==> config.mk <==
export PLATFORM = sky130hd
export DESIGN_NAME = xnor_popcount_acc
export DESIGN_NICKNAME = d
export VERILOG_FILES = /design/src/rtl/gates_pkg.sv /design/src/rtl/popcount.sv /design/src/rtl/xnor_popcount_acc.sv
export SDC_FILE = /design/constraint.sdc
export NUM_CORES = 1
export LEC_CHECK = 0
export CAP_MARGIN = 10
export CORE_MARGIN = 2
export CORE_UTILIZATION = 44
export DETAILED_ROUTE_END_ITERATION = 8
export GPL_TIMING_DRIVEN = 0
export MAX_ROUTING_LAYER = met4
export PLACE_DENSITY = 0.86
export SLEW_MARGIN = 40
export SYNTH_ARGS = -nofsm -noshare
export SYNTH_HDL_FRONTEND = slang
export SYNTH_SLANG_ARGS = --single-unit
==> constraint.sdc <==
create_clock -name clk -period 5.15 [get_ports clk]
set_input_delay 0.515 -clock clk [delete_from_list [all_inputs] [get_ports clk]]
set_output_delay 0.515 -clock clk [all_outputs]
set_load 0.02 [all_outputs]
==> src/rtl/gates_pkg.sv <==
// Shared constants, state encoding and sizing helper for the popcount gate blocks.
// Latency: n/a (compile-time items only).
// Backpressure: n/a.
package gates_pkg;

   // Operand comparison mode, latched once per frame.
   localparam logic MODE_XNOR = 1'b0;   // count matching bit positions
   localparam logic MODE_XOR  = 1'b1;   // count differing bit positions (Hamming distance)

   typedef enum logic {
      ST_ACC  = 1'b0,   // taking operand beats
      ST_HOLD = 1'b1    // presenting a finished frame result
   } state_t;

   // Smallest r with 2**r >= n; used to size counters and result buses.
   function automatic int clog2(input int n);
      int r;
      r = 0;
      for (int i = 0; i < 31; i++) begin
         if ((1 << i) < n) r = i + 1;
      end
      return r;
   endfunction

endpackage

==> src/rtl/popcount.sv <==
// Combinational population count of one operand word.
// Latency: 0 cycles (pure combinational).
// Backpressure: none; the result follows the input in the same cycle.
// Ports: data - word to count; ones - number of set bits in data.
module popcount
   import gates_pkg::*;
#(
   parameter  int WIDTH = 8,
   localparam int OW    = clog2(WIDTH + 1)
) (
   input  logic [WIDTH-1:0] data,
   output logic [OW-1:0]    ones
);

   always_comb begin
      ones = '0;
      for (int i = 0; i < WIDTH; i++) begin
         ones = ones + OW'(data[i]);
      end
   end

endmodule

==> src/rtl/xnor_popcount_acc.sv <==
// Accumulates per-beat XNOR match counts or XOR Hamming distances over a frame of BEATS beats.
// Latency: result valid 1 cycle after the last beat is accepted.
// Backpressure: in_ready drops while a result is held; the result stays until out_ready takes it.
// Ports: clk/rst (sync, active-high); in_valid/in_ready/a/b/mode/abort operand side;
//        out_valid/out_ready/count/out_mode result side.
module xnor_popcount_acc
   import gates_pkg::*;
#(
   parameter  int WIDTH = 8,
   parameter  int BEATS = 4,
   localparam int CW    = clog2(WIDTH * BEATS + 1)
) (
   input  logic             clk,
   input  logic             rst,
   input  logic             in_valid,
   output logic             in_ready,
   input  logic [WIDTH-1:0] a,
   input  logic [WIDTH-1:0] b,
   input  logic             mode,
   input  logic             abort,
   output logic             out_valid,
   input  logic             out_ready,
   output logic [CW-1:0]    count,
   output logic             out_mode
);

   localparam int PW = clog2(WIDTH + 1);
   // Beat index needs at least one bit even when BEATS == 1.
   localparam int BW = (BEATS > 1) ? clog2(BEATS) : 1;

   state_t          state_q, state_d;
   logic [BW-1:0]   beat_idx;
   logic [CW-1:0]   acc;
   logic            frame_mode;

   logic            first_beat;
   logic            last_beat;
   logic            eff_mode;
   logic [WIDTH-1:0] beat_vec;
   logic [PW-1:0]   term;
   logic [CW-1:0]   sum;

   assign first_beat = (beat_idx == '0);
   assign last_beat  = (beat_idx == BW'(BEATS - 1));

   // The first beat of a frame uses the live mode input; later beats use the
   // latched copy so mid-frame mode toggles cannot split a frame's semantics.
   assign eff_mode = first_beat ? mode : frame_mode;
   assign beat_vec = (eff_mode == MODE_XOR) ? (a ^ b) : ~(a ^ b);

   popcount #(.WIDTH(WIDTH)) u_popcount (
      .data (beat_vec),
      .ones (term)
   );

   // First beat restarts the sum rather than adding to stale acc contents.
   assign sum = first_beat ? CW'(term) : acc + CW'(term);

   always_ff @(posedge clk) begin
      if (rst) state_q <= ST_ACC;
      else     state_q <= state_d;
   end

   always_comb begin
      state_d   = state_q;
      in_ready  = 1'b0;
      out_valid = 1'b0;
      case (state_q)
         ST_ACC: begin
            in_ready = 1'b1;
            // abort beats any beat offered in the same cycle, final beat included
            if (in_valid && !abort && last_beat) state_d = ST_HOLD;
         end
         ST_HOLD: begin
            out_valid = 1'b1;
            if (out_ready) state_d = ST_ACC;
         end
         default: state_d = ST_ACC;
      endcase
   end

   always_ff @(posedge clk) begin
      if (rst) begin
         acc        <= '0;
         beat_idx   <= '0;
         frame_mode <= MODE_XNOR;
         count      <= '0;
         out_mode   <= MODE_XNOR;
      end else if (state_q == ST_ACC) begin
         if (abort) begin
            acc      <= '0;
            beat_idx <= '0;
         end else if (in_valid) begin
            acc <= sum;
            if (first_beat) frame_mode <= mode;
            if (last_beat) begin
               beat_idx <= '0;
               count    <= sum;
               out_mode <= eff_mode;
            end else begin
               beat_idx <= beat_idx + BW'(1);
            end
         end
      end
   end

endmodule

==> results of run 1 <==
-- state kept, by name, summed over array words and instances (netlist names) --
| register | cells |
|---|---|
| acc | 6 |
| beat_idx | 2 |
| count | 6 |
| frame_mode | 1 |
| out_mode | 1 |
| state_q | 1 |
-- power groups by stage --
stage	logic [W]	clock network, W	registers, W
final	0.000334	0.0000756	0.000145
after global routing	0.000368	0.0000822	0.000146
after global placement	0.000307	0	0.000147
after detailed placement	0.000331	0	0.000148
after CTS	0.000333	0.0000754	0.000145
after floorplan	0.000258	0	0.000146
-- worst paths after layout --
kind | to
worst min-delay path | count[1]
worst max register to register | acc[3]
worst max-delay path | acc[3]
worst min register to register | count[1]
-- metrics by stage --
stage	setup TNS, ns	area (sq um)
final	0	1660
after global routing	0	1660
after CTS	0	1650
after detailed placement	-0.508	1620
after global placement	-0.176	1620
after floorplan	0	1280
-- worst min-delay path, stage by stage (launching register included) --
cell and delay [ns]:
dfxtp_1 0.33, nand2_1 0.05, a21oi_1 0.05
-- cell families (layout without fill, tap and decap cells) --
kind of cell	after synthesis	in the layout	share of synthesized area [%]
XOR/XNOR	18	18	12.4
AO/OA/AOI/OAI	33	33	18.8
buffers and inverters	17	52	6.37
adder cells (fa/ha/maj)	14	14	16.7
multiplexers	3	3	3.43
AND/OR/NAND/NOR	36	36	15.7
flip-flops	17	17	26.7
-- final cells by class --
type	count	area [sq um]
plain buffers	4	32.5
clock buffers	3	22.5
clock inverters	1	5.00
fillers	255	1100
inverters	13	48.8
multi-input cells	104	863
flip-flops and latches	17	340
well taps	31	38.8
repair buffers	31	308
-- layer usage --
layer	vias up	GRT usage, %	share of wire (%)
li1	548	-	-
met1	522	18.7	37
met2	55	32.1	52
met3	6	2.23	8.1
met4	0	6.98	2.0
met5	-	-	0
-- layout by cell type, fill, tap and decap left out, drive strengths merged, types with 3 or more instances in the layout --
| cell type | count |
|---|---|
| ha | 9 |
| fa | 5 |
| and2 | 3 |
| dfxtp | 17 |
| nor2 | 7 |
| o211ai | 3 |
| a211oi | 3 |
| xor2 | 4 |
| nor2b | 5 |
| nand2 | 9 |
| clkbuf | 5 |
| nor3b | 3 |
| a22oi | 4 |
| o21ai | 3 |
| xnor2 | 14 |
| o21a | 4 |
| a21oi | 8 |
| clkdlybuf4s50 | 30 |
| buf | 3 |
| inv | 13 |
-- repair_timing --
| action | 4_1_cts | 5_1_grt |
|---|---|---|
| setup buffers | 1 | 0 |
| pin swaps | 0 | 1 |
| resized for setup | 0 | 4 |
| endpoints found under the setup margin | 4 | 3 |
| hold endpoints to repair | 0 | 0 |
==> results.yml, run 1 <==
outcome:
  status: "finished clean"
pwr:
  p_int_w: 0.000328
  irDropWorstVdd_mv: 0.308
  power_density_nw_per_um2: 334
  p_leak_nw: 0.601
  p_seq_share_pct: 26.1
  clockPowerShare_pct: 13.6
  sw_frac_of_total_pct: 40.9
  pwr-share-comb_pct: 60.3
  p_total_w: 0.000555
  p_sw_w: 0.000227
placed_design:
  io_buffers: 30
  place_ws_ns: -0.192
  placed_cells: 199
  place.gp.congestion: 0.844
  dp_hpwl_mm: 2.17
layout:
  utilization_pct: 60.2
  layout-drive-gt1-share_pct: 11.0
  n_antenna_cell: 0
  final_cells: 204
  nets: 210
  areaGrowthSynthToFinish_pct: 30.0
synth:
  syn_inst: 138
  synth_seq_cells: 17
  yosys.area.top_type_share_pct: 26.7
  syn-num-nets: 174
  ys_top_cells_by_area: "dfxtp_1, xnor2_1, ha_1, fa_1, inv_1"
  netlist_top_cells_count: "dfxtp_1, xnor2_1, inv_1"
  avgSynthCellArea_sq_um: 9.25
  syn_area_sq_um: 1280
  netlist.top_cell.by_area: "dfxtp_1"
  ys_seq_area_share_pct: 26.7
  ys_types: 41
  synth_most_common_cell: "dfxtp_1"
  yosysWarnings: 0
  synthArstFlopShare_pct: 0
  ys.flop_type: "dfxtp_1"
  synth_edf_count: 0
timing:
  layout_setup_ws_ns: 0.226
  skew_ns: 0.00212
  whs_ns: 0.464
  finalHoldViolations: 0
  fin_crit_sh_pct: 95.6
  worst_slew_pin_slew_ns: 0.594
  drv_slew: 0
  slew_headroom_pct: 60.3
  rsz0062_at_grt: "false"
  setup_violations: 0
  max_freq_ghz: 0.203
  fin_crit_ns: 4.92
route:
  antenna_left: 0
  post_drt_via_cell_ratio: 5.54
  vias: 1131
  dr.pass1.iters: 4
  drc_errors: 0
  totalWireLength_mm: 2.68
  drt_iter0_markers: 23
  wire_per_inst_microns: 13.2
cts:
  cts.clk_slew.worst_paths_ns: 0.11
  clockBufferDepth: 2
  holdBufCountCts: 0
  root_buffer: "clkbuf_4"
  cts_htree_levels: 1
  cts_made_buffers: 3
  clock-sinks: 17
  clk_latency_ns: 0.30
  cts_tree: "built"
floorplanning:
  initial_core_util_pct: 46.3
  core-area_sq_um: 2760
  die_h_microns: 57.9
  die_area_sq_um: 3350
  std_cell_rows: 19
  ios: 31
  die_w_microns: 57.9
global_route:
  grt_pass1_wl_mm: 4.43
  grt_remaining_overflow: 0
  grt_max_degree: 11
  antenna_found_initial: 0
  grt_pass1_vias: 1069
  grt_usage_pct: 17.4
setup_path:
  critPathLaunch: "beat_idx[0]"
  cp.arrival_ns: 5.17
  endpoint_kind: "register"
  worstPathMaxFanout: 10
  cp_num_cells: 17
  cpPeakStageDelay_ns: 0.61
  rrSetupSlack_ns: 0.23
  critPathBufInv: 4
  required_ns: 5.40
  start_kind: "register"
  worst_path_max_delay_cell: "fa_1"
  critPathTopFamily: "adder cells"
  crit_type: "reg2reg"
  r2r_start: "beat_idx[0]"
  reg2reg_depth: 17
  path_cells: "inv_1, ha_2, clkbuf_8, mux2i_4, xnor2_1, ha_1, fa_1, inv_1, fa_1, fa_2, fa_1, inv_1, ha_1, a21oi_2, or4b_1, o211ai_1, a32o_1"
job:
  cap_violations: 0
hold_path:
  hold_path.class: "reg2reg"
  holdPathStages: 2
  worstHoldStart: "count[1]"
No activity file was read; power rests on OpenSTA's default activity.
==> run 2, diff against run 1 <==
--- a/config.mk
+++ b/config.mk
@@ -7,11 +7,11 @@
 export LEC_CHECK = 0
 export CAP_MARGIN = 10
 export CORE_MARGIN = 2
-export CORE_UTILIZATION = 44
+export CORE_UTILIZATION = 49
 export DETAILED_ROUTE_END_ITERATION = 8
 export GPL_TIMING_DRIVEN = 0
 export MAX_ROUTING_LAYER = met4
-export PLACE_DENSITY = 0.86
+export PLACE_DENSITY = 0.9
 export SLEW_MARGIN = 40
 export SYNTH_ARGS = -nofsm -noshare
 export SYNTH_HDL_FRONTEND = slang
==> constraint.sdc (replaced) <==
create_clock -name clk -period 4.6 [get_ports clk]
set_input_delay 0.46 -clock clk [delete_from_list [all_inputs] [get_ports clk]]
set_output_delay 0.46 -clock clk [all_outputs]
set_load 0.02 [all_outputs]
==> results.yml, run 2 (synthesis results as in run 1) <==
outcome:
  status: "finished clean"
cts:
  cts_tree: "built"
  cts_made_buffers: 3
  clk_latency_ns: 0.29
  clock-sinks: 17
  holdBufCountCts: 0
  cts.clk_slew.worst_paths_ns: 0.10
  clockBufferDepth: 2
  root_buffer: "clkbuf_4"
  cts_htree_levels: 1
layout:
  final_common_cell: "clkdlybuf4s50_1"
  reg_top3: "acc (6), count (6), beat_idx (2)"
  layout-drive-gt1-share_pct: 23.1
  areaGrowthSynthToFinish_pct: 42.3
  fillerInstances: 185
  final_cell_mix: "clkdlybuf4s50_1, dfxtp_1, buf_4"
  n_antenna_cell: 0
  nets: 219
hold_path:
  worstHoldStart: "count[0]"
  holdPathStages: 2
  worstHoldEndpoint: "count[0]"
  hold_path.class: "reg2reg"
floorplanning:
  die_w_microns: 55.0
  die_area_sq_um: 3030
  initial_core_util_pct: 51.5
  die_h_microns: 55.0
  core-area_sq_um: 2480
  std_cell_rows: 18
  ios: 31
global_route:
  grt_usage_pct: 20.8
  grt_pass1_wl_mm: 4.37
  antenna_found_initial: 0
  grt_remaining_overflow: 0
  grt_pass1_vias: 1069
  grt_max_degree: 11
setup_path:
  reg2reg_depth: 16
  path_cells: "inv_2, ha_4, mux2i_4, xnor2_2, ha_1, fa_1, inv_1, fa_1, fa_2, fa_2, inv_2, ha_4, a21oi_4, or4b_1, o211ai_1, a32o_1"
  start_kind: "register"
  r2r_start: "beat_idx[0]"
  required_ns: 4.85
  critPathTopFamily: "adder cells"
  critPathBufInv: 3
  reg2reg_to: "acc[3]"
  worstPathMaxFanout: 4
  endpoint_kind: "register"
  cpPeakStageDelay_ns: 0.63
  crit_type: "reg2reg"
  rrSetupSlack_ns: 0.01
  worst_path_max_delay_cell: "fa_2"
  cp.arrival_ns: 4.83
  cp_num_cells: 16
timing:
  finalHoldViolations: 0
  slew_headroom_pct: 58.9
  fin_tns_setup_ns: 0
  worst_slew_pin_slew_ns: 0.616
  skew_ns: 0.00524
  setup_violations: 0
  layout_setup_ws_ns: 0.0112
  rsz0062_at_grt: "true"
  drv_slew: 0
  fin_crit_ns: 4.59
  fin_crit_sh_pct: 99.8
  whs_ns: 0.462
  max_freq_ghz: 0.218
placed_design:
  dp_hpwl_mm: 2.14
  place_ws_ns: -0.508
  place.gp.congestion: 0.831
  io_buffers: 30
job:
  cap_violations: 0
route:
  drt_iter0_markers: 32
  post_drt_via_cell_ratio: 5.66
  wire_per_inst_microns: 14.6
  antenna_left: 0
  totalWireLength_mm: 3.10
  vias: 1200
  drc_errors: 0
  dr.pass1.iters: 5
pwr:
  power_density_nw_per_um2: 421
  irDropWorstVdd_mv: 0.332
  p_leak_nw: 0.667
[run 2: timing repair]
item,in CTS,in global routing
cloned,0,0
hold endpoints to repair,0,0
pin swaps,9,13
resized for setup,6,12
endpoints found under the setup margin,10,8
setup buffers,9,2
[run 2: through the flow]
step	cells	util, %	total power (W)	area [sq um]
after floorplan	138	-	0.000452	1280
after global placement	198	65.4	0.000509	1620
after detailed placement	198	65.4	0.000538	1620
after CTS	211	70.3	0.000654	1740
after global routing	212	73.3	0.000825	1820
final	212	73.3	0.000764	1820
[run 2: power breakdown]
| part | switching (W) | internal (W) |
|---|---|---|
| clock network | 0.0000487 | 0.0000324 |
| registers | 0.00000830 | 0.000156 |
| logic | 0.000247 | 0.000272 |
[run 2: layer usage]
metal	part of all wire (%)	track usage [%]	wire (microns)	vias to the layer above
met5	0	-	0	-
met4	2.3	4.88	72	0
met3	6.1	1.61	189	14
met2	52	42.1	1620	58
met1	39	21.5	1220	566
li1	-	-	-	562
[run 2: worst max path at each step]
stage	endpoint	from	slack [ns]
floorplan	acc[3]	beat_idx[0]	-0.04
global placement	acc[3]	mode	-0.36
detailed placement	acc[3]	mode	-0.51
CTS	acc[3]	beat_idx[0]	-0.1
global route	acc[3]	beat_idx[0]	-0.19
finish	acc[3]	beat_idx[0]	0.01
[run 2: cell type report]
class / count / area (sq um) / share of cell area [%]
plain buffers: 3 / 18.8 / 1.03
clock buffers: 3 / 22.5 / 1.24
clock inverters: 1 / 5.00 / 0.276
inverters: 13 / 48.8 / 2.69
multi-input cells: 104 / 957 / 52.7
flip-flops and latches: 17 / 343 / 18.9
well taps: 30 / 37.5 / 2.07
repair buffers: 41 / 383 / 21.1
[run 2: worst min-delay path, stage by stage, from the launching register on]
cell	delay [ns]
dfxtp_1	0.32
nand2_1	0.05
a21oi_1	0.05
